$ cat src/rtl/sb_master_port.sv
// sb_master_port: SB bus master front end turning one local burst command into an SB transfer
// Ports:
//   sb_clk, sb_resetn                    clock, asynchronous active-low reset
//   cmd_valid/ready/write/addr/size      local burst command handshake
//   wr_data, wr_pop                      write word source, popped once per completed write beat
//   rd_data, rd_valid                    read word sink, registered one cycle after the beat
//   done, status                         end-of-burst pulse with 0=OK, 1=ERROR, 2=TIMEOUT
//   sb_busreq, sb_grant                  arbiter request/grant
//   sb_addr/write/trans/size/burst       address-phase controls
//   sb_wdata, sb_master, sb_mastlock     write data, master id, lock (always 0)
//   sb_ready, sb_resp, sb_rdata          slave response
//   sb_split                             per-master split release bits
module sb_master_port #(
   parameter logic MASTER_ID      = 1'b1,
   parameter int   TIMEOUT_CYCLES = 64
) (
   input  logic        sb_clk,
   input  logic        sb_resetn,
   input  logic        cmd_valid,
   output logic        cmd_ready,
   input  logic        cmd_write,
   input  logic [31:0] cmd_addr,
   input  logic [2:0]  cmd_size,
   input  logic [31:0] wr_data,
   output logic        wr_pop,
   output logic [31:0] rd_data,
   output logic        rd_valid,
   output logic        done,
   output logic [1:0]  status,
   output logic        sb_busreq,
   input  logic        sb_grant,
   output logic [31:0] sb_addr,
   output logic        sb_write,
   output logic [1:0]  sb_trans,
   output logic [2:0]  sb_size,
   output logic [2:0]  sb_burst,
   output logic [31:0] sb_wdata,
   output logic        sb_master,
   output logic        sb_mastlock,
   input  logic        sb_ready,
   input  logic [1:0]  sb_resp,
   input  logic [31:0] sb_rdata,
   input  logic [1:0]  sb_split
);
   localparam int TW = $clog2(TIMEOUT_CYCLES + 1);
   typedef enum logic [2:0] {S_IDLE, S_REQ, S_XFER, S_SPLIT, S_DONE} state_t;
   state_t      state_q, state_d;
   logic [31:0] base_q;
   logic        write_q;
   logic [2:0]  size_q;
   logic [5:0]  total_q, cnt_q;
   logic        nseq_q;
   logic [TW-1:0] tcnt_q;
   logic [1:0]  status_q;
   logic [31:0] rd_data_q;
   logic        rd_valid_q;
   logic        act, rsp_err, rsp_split, beat_ok, tmo_hit, last, release_me;
   function automatic logic [5:0] beats(input logic [2:0] s);
      return s == 3'b011 ? 6'd2  :
             s == 3'b100 ? 6'd3  :
             s == 3'b101 ? 6'd8  :
             s == 3'b110 ? 6'd16 :
             s == 3'b111 ? 6'd32 : 6'd1;
   endfunction
   // Slave responses only count while this master owns the bus in S_XFER.
   assign act        = state_q == S_XFER && sb_grant;
   assign rsp_err    = act && sb_ready && sb_resp == 2'd2;
   assign rsp_split  = act && sb_ready && sb_resp == 2'd3;
   assign beat_ok    = act && sb_ready && sb_resp == 2'd1;
   assign tmo_hit    = act && !sb_ready && tcnt_q == TW'(TIMEOUT_CYCLES - 1);
   assign last       = cnt_q + 6'd1 == total_q;
   assign release_me = MASTER_ID ? sb_split[0] : sb_split[1];
   always_comb begin
      state_d = state_q;
      case (state_q)
         S_IDLE:  if (cmd_valid) state_d = S_REQ;
         S_REQ:   if (sb_grant) state_d = S_XFER;
         S_XFER: begin
            if (rsp_err || tmo_hit || (beat_ok && last)) state_d = S_DONE;
            else if (rsp_split) state_d = S_SPLIT;
         end
         S_SPLIT: if (release_me) state_d = S_REQ;
         default: state_d = S_IDLE;
      endcase
   end
   always_ff @(posedge sb_clk or negedge sb_resetn) begin
      if (!sb_resetn) begin
         state_q    <= S_IDLE;
         base_q     <= '0;
         write_q    <= 1'b0;
         size_q     <= '0;
         total_q    <= '0;
         cnt_q      <= '0;
         nseq_q     <= 1'b0;
         tcnt_q     <= '0;
         status_q   <= '0;
         rd_data_q  <= '0;
         rd_valid_q <= 1'b0;
      end else begin
         state_q    <= state_d;
         rd_valid_q <= beat_ok && !write_q;
         if (beat_ok && !write_q) rd_data_q <= sb_rdata;
         if (state_q == S_IDLE && cmd_valid) begin
            base_q   <= cmd_addr;
            write_q  <= cmd_write;
            size_q   <= cmd_size;
            total_q  <= beats(cmd_size);
            cnt_q    <= '0;
            status_q <= '0;
         end else if (beat_ok) cnt_q <= cnt_q + 6'd1;
         if (rsp_err) status_q <= 2'd1;
         else if (tmo_hit) status_q <= 2'd2;
         // NONSEQ is re-armed on every (re)grant: entry from S_REQ or a lost grant mid-burst.
         if ((state_d == S_XFER && state_q != S_XFER) || (state_q == S_XFER && !sb_grant)) nseq_q <= 1'b1;
         else if (beat_ok) nseq_q <= 1'b0;
         if (state_q != S_XFER || sb_ready) tcnt_q <= '0;
         else if (sb_grant) tcnt_q <= tcnt_q + TW'(1);
      end
   end
   assign cmd_ready   = state_q == S_IDLE;
   assign sb_busreq   = state_q == S_REQ || state_q == S_XFER;
   assign sb_trans    = act ? (nseq_q ? 2'd2 : 2'd3) : 2'd0;
   assign sb_addr     = base_q + {26'd0, cnt_q};
   assign sb_write    = write_q;
   assign sb_size     = size_q;
   assign sb_burst    = 3'b001;
   assign sb_wdata    = wr_data;
   assign sb_master   = MASTER_ID;
   assign sb_mastlock = 1'b0;
   assign wr_pop      = beat_ok && write_q;
   assign done        = state_q == S_DONE;
   assign status      = status_q;
   assign rd_data     = rd_data_q;
   assign rd_valid    = rd_valid_q;
endmodule

$ cat config.mk
export PLATFORM = sky130hd
export DESIGN_NAME = sb_master_port
export DESIGN_NICKNAME = d
export VERILOG_FILES = /design/src/rtl/sb_master_port.sv
export SDC_FILE = /design/constraint.sdc
export NUM_CORES = 1
export LEC_CHECK = 0
export CORE_MARGIN = 2
export CORE_UTILIZATION = 25
export CTS_CLUSTER_SIZE = 40
export DETAILED_ROUTE_END_ITERATION = 7
export PLACE_DENSITY_LB_ADDON = 0.15
export SLEW_MARGIN = 10
export SYNTH_ARGS = -nofsm -noshare
export SYNTH_HDL_FRONTEND = slang
export SYNTH_SLANG_ARGS = --single-unit
export TNS_END_PERCENT = 30
$ cat constraint.sdc
create_clock -name sb_clk -period 4.29 [get_ports sb_clk]
set_input_delay 0.6435 -clock sb_clk [delete_from_list [all_inputs] [get_ports sb_clk]]
set_output_delay 0.6435 -clock sb_clk [all_outputs]
set_load 0.02 [all_outputs]
## Word-level counts from Yosys, hierarchy flattened

Cells that the tools add are included.

| cells by class | value |
|---|---|
| mux-type cells | 22 |
| $add $sub $neg | 3 |
| eq/ne operators | 16 |
| reductions and logical operators | 26 |

Operator list:

| cell | count |
|---|---|
| $mux 6 | 7 |
| $add 32x6->32 | 1 |
| $eq 3x3->1 const B | 5 |
| $mux 3 | 5 |
| $mux 7 | 2 |
| $logic_and 1x1->1 | 13 |
| $eq 3x2->1 const B | 4 |
| $pmux 3 s4 | 1 |
| $mux 2 | 4 |
| $add 7x1->7 const B | 1 |
| $eq 7x6->1 const B | 1 |
| $add 6x1->6 const B | 1 |
| $eq 6x6->1 | 1 |
| $reduce_bool 2->1 | 3 |
| $logic_or 1x1->1 | 5 |
| $eq 2x2->1 const B | 2 |
| $eq 3x1->1 const B | 1 |
| $logic_not 1->1 | 3 |
| $logic_not 3->1 | 1 |
| $mux 1 | 3 |
| $ne 3x2->1 const B | 1 |
| $reduce_bool 3->1 | 1 |
| $eq 2x1->1 const B | 1 |

| word-level totals | value |
|---|---|
| output and inout port bits | 114 |
| register bits after elaboration | 94 |
| input bits | 109 |

## Depth between registers and ports, before layout

Gate-level depths: netlist of the first run.

| logic depth | value |
|---|---|
| depth in word-level cells | 12 |
| mapped depth | 9 |
| mapped depth without buffers | 8 |

## Worst setup path before layout of the first run

Ideal clock, no wire load.

| timing path | value |
|---|---|
| kind | flip-flop to output port |
| start point | register cnt_q[0] |
| end point | output sb_addr[28] |
| stages on the path, launching flop included | 10 |
| arrival | 2.321 ns |
| setup slack | 1.325 ns |
| path buffers | 1 |
| path through | dfrtp_1 > ha_1 > inv_1 > fa_1 > nor2b_1 > o31ai_1 > a211o_1 > buf_2 > nor3_1 > xor2_1 |

| on the way | value |
|---|---|
| word-level cells in the longest chain between the ends | 1 |

Ends and longest elaborated chain:

| element | line | source |
|---|---|---|
| from (decl) | 51 | `logic [5:0] total_q, cnt_q;` |
| from (signal assigned) | 110 | `end else if (beat_ok) cnt_q <= cnt_q + 6'd1;` |
| $add 32x6->32 | 123 | `assign sb_addr = base_q + {26'd0, cnt_q};` |
| to (decl) | 32 | `output logic [31:0] sb_addr,` |

Every way passes these cells.

## Final worst setup path of the first run

| timing path | value |
|---|---|
| start point | register cnt_q[0] |
| end point | output sb_addr[30] |

The elaborated chain is that of the path after synthesis.

==> qor.yml, run 1 <==
status:
  status: "finished, final reports clean"
timing:
  slew_headroom_pct: 37.4
  rsz0062_at_grt: "no"
  setup_slack_ns: 0.257
  fin_crit_ns: 4.03
  final_hold_viol_count: 0
  setup_viol: 0
  clock_skew_ns: 0.00867
  fin_tns_setup_ns: 0
  worst_pin_slew_ns: 0.939
  fmax_mhz: 248
  finalMaxSlewViolations: 0
  post-route-period-util_pct: 94.0
critical_path:
  path_cells: "ha_1 -> inv_1 -> fa_1 -> nor2b_1 -> o31ai_1 -> a211o_2 -> nor4_2 -> xor2_1 -> clkdlybuf4s50_1"
  critPathMaxStageDelay_ns: 0.64
  cp.depth: 9
  crit_path_end_kind: "output pin"
  startpoint_type: "flop"
  crit_path_start: "cnt_q[0]"
  critPathArrivalTime_ns: 3.39
  path_class: "flop to output pin"
  cp_max_fo: 9
  ff2ff_setup_slack_ns: 2.06
  slowest_stage: "clkdlybuf4s50_1"
  reg2reg_to: "cnt_q[3]"
  rr_worst_depth: 5
  critical_path_buf_inv_count: 2
  endpoint: "sb_addr[30]"
  crit_required_ns: 3.65
  critical_path.top_delay_family: "buffers and inverters"
  worstReg2RegStart: "state_q[2]"
cells_and_area:
  multi_input_area_um2: 2140
  final_common_cell: "clkdlybuf4s50_1"
  antenna_cells: 0
  nets: 740
  area_growth_syn_to_layout_pct: 38.2
  seqCellArea_um2: 2330
  n_fill_cell: 1951
  drive_gt1_share_pct: 9.89
  mostFrequentLayoutCells: "150 x clkdlybuf4s50_1, 124 x nand2_1, 93 x dfrtp_1, 31 x mux2_2, 27 x xnor2_1"
place:
  place_congestion: 0.791
  preCtsSetupSlack_ns: 0.525
  io_buffers: 152
  place_hpwl_mm: 9.42
synthesis:
  yosys.area_share.xor_xnor_pct: 7.76
  ys_warn_count: 0
  synthAdderAreaFrac_pct: 2.47
  synth-simple-area-share_pct: 19.3
  yosysSeqAreaShare_pct: 48.0
  synth.distinct_cells: 45
  ys_ff_latch: 93
  synth_compound_area_share_pct: 6.32
  synth_top_family_by_area: "simple AND/OR/NAND/NOR gates"
  syn_inst: 506
  syn-cell-area_um2: 4850
  syn_avg_cell_area_um2: 9.59
  synthMuxAreaShare_pct: 7.63
global_routing:
  grt_max_degree: 66
  grt_pass1_wl_mm: 20.9
  antenna_found_initial: 0
  grt_pass1_vias: 4193
  grtUsageTotal_pct: 12.9
  overflow: 0
drt:
  drc: 0
  drt_first_pass_iters: 4
  drt-initial-drc-count: 146
  vias: 3829
  wl_per_cell_um: 14.4
  totalWireLength_mm: 12.8
  ant_nets: 0
  via_per_inst: 4.32
clock_tree:
  cts_buffers: 9
  root_buffer: "clkbuf_16"
  cts_tree: "yes"
  insertion_delay_ns: 0.34
  cts.clk_slew.worst_paths_ns: 0.07
  post_cts_resized: 0
  cts_sinks: 93
  htreeDepth: 3
  holdBufCountCts: 0
  cts.path.max_buffers: 2
  post_cts_buffers: 0
die:
  std_cell_rows: 50
  core_area_um2: 18900
  die_area_um2: 20500
  ioPinCount: 223
  initial_utilization_pct: 25.7
  die_y_um: 143
  die_w_um: 143
worst_hold_path:
  min_path_type: "primary input to async pin"
pwr:
  powerDensity_nw_per_um2: 582
  peakVddDrop_v: 0.000233
  p_total_uw: 3910
  p_leak_uw: 0.00296
job:
  max_cap_violations: 0
==> sequential cells by signal, indices dropped and copies added, names as in the netlist <==
name / cells
tcnt_q: 7
sb_write: 1
rd_data: 32
status: 2
sb_size: 3
cnt_q: 6
rd_valid: 1
state_q: 3
total_q: 5
nseq_q: 1
base_q: 32
==> Yosys cell counts <==
master	n	share of area, %
nand2b_1	2	0.26
nor4_1	2	0.26
inv_1	14	1.1
ha_1	8	2.1
and3_1	2	0.26
mux2_2	31	7.2
o21bai_1	1	0.15
buf_4	38	5.9
nand3_2	1	0.21
nand4_1	7	0.90
a211o_1	1	0.18
nand4bb_1	1	0.23
nor4b_4	1	0.49
clkbuf_1	13	1.0
buf_1	1	0.077
a31o_2	1	0.18
o211ai_1	2	0.31
o31ai_1	6	0.93
nor4_2	2	0.52
fa_1	1	0.41
o31a_1	1	0.18
a22oi_1	2	0.31
nand3_1	10	1.0
a21oi_1	6	0.62
buf_2	4	0.41
o21ai_0	26	2.7
mux2_1	1	0.23
nor2_1	25	1.9
and2_1	5	0.64
nand4b_1	2	0.36
xnor2_1	27	4.9
a211oi_1	1	0.15
nand3b_1	2	0.31
conb_1	2	0.15
and4_1	1	0.18
or4_4	1	0.23
a21o_1	1	0.15
or3_1	3	0.39
nor3_1	13	1.3
mux2i_1	1	0.21
xor2_1	16	2.9
nand2_1	124	9.6
o21a_1	3	0.46
nor2b_1	1	0.13
dfrtp_1	93	48
==> through the flow <==
step                      util, %  hold WS [ns]  instances  area [um^2]
final                        35.5         0.406        887         6710
after global routing         35.5         0.462        887         6710
after CTS                    35.5         0.437        887         6710
after detailed placement     33.9         0.466        871         6410
after global placement       33.9         0.465        871         6410
after floorplan                 -         0.348        509         4860
==> final cells by class <==
| cell class | count | area share (%) |
|---|---|---|
| Multi-Input combinational cell | 346 | 31.9 |
| Timing Repair Buffer | 158 | 23.3 |
| Tap cell | 260 | 4.85 |
| Clock buffer | 9 | 3.36 |
| Sequential cell | 93 | 34.7 |
| Clock inverter | 7 | 1.10 |
| Inverter | 14 | 0.783 |
==> worst min path at each step <==
stage,endpoint,cells past startpoint,slack (ns),start
floorplan,base_q[0],0,0.35,sb_resetn
global placement,sb_size[2],2,0.46,sb_size[2]
detailed placement,sb_size[2],2,0.47,sb_size[2]
CTS,base_q[10],1,0.44,sb_resetn
global route,base_q[10],1,0.46,sb_resetn
finish,base_q[10],1,0.41,sb_resetn
==> worst reg2reg max path, delay by kind of cell (launching register included) <==
kind               cells  cell delay (ns)
AOI/OAI and AO/OA      2             0.31
and+or+nand+nor        3             1.35
DFF                    1             0.44
==> where the power goes <==
part	switching, uW	total [uW]	leakage, uW	internal (uW)
logic	893	1710	0.00160	816
registers	229	1390	0.00121	1160
clock network	356	811	0.000146	455
total	1480	3910	0.00296	2430
==> cells by family (layout without fill, tap and decap cells) <==
group | Yosys count | in the layout
AO/OA/AOI/OAI | 51 | 51
XOR/XNOR | 43 | 43
adder cells (fa/ha/maj) | 9 | 9
buffers and inverters | 70 | 188
flip-flops | 93 | 93
multiplexers | 33 | 33
other | 2 | 5
AND/OR/NAND/NOR | 205 | 205
==> routing by layer <==
layer / part of all wire (%) / global-route usage [%] / vias to the layer above
met5: 0 / 0 / -
met4: 2.2 / 5.52 / 0
met3: 12 / 5.86 / 30
met2: 41 / 19.6 / 156
met1: 45 / 15.9 / 1778
li1: - / - / 1865
(Power assumes the default switching activity.)
==> run 2: changes to the inputs <==
- TNS_END_PERCENT: 30 -> 50
==> results of run 2 <==
No change in the layout: final DEF, timing and power equal those of run 1.
==> run 3: changes to the inputs <==
- ABC_AREA: not set -> 0
- SKIP_CTS_REPAIR_TIMING: not set -> 1
==> results of run 3 <==
No change in the layout: final DEF, timing and power equal those of run 1.
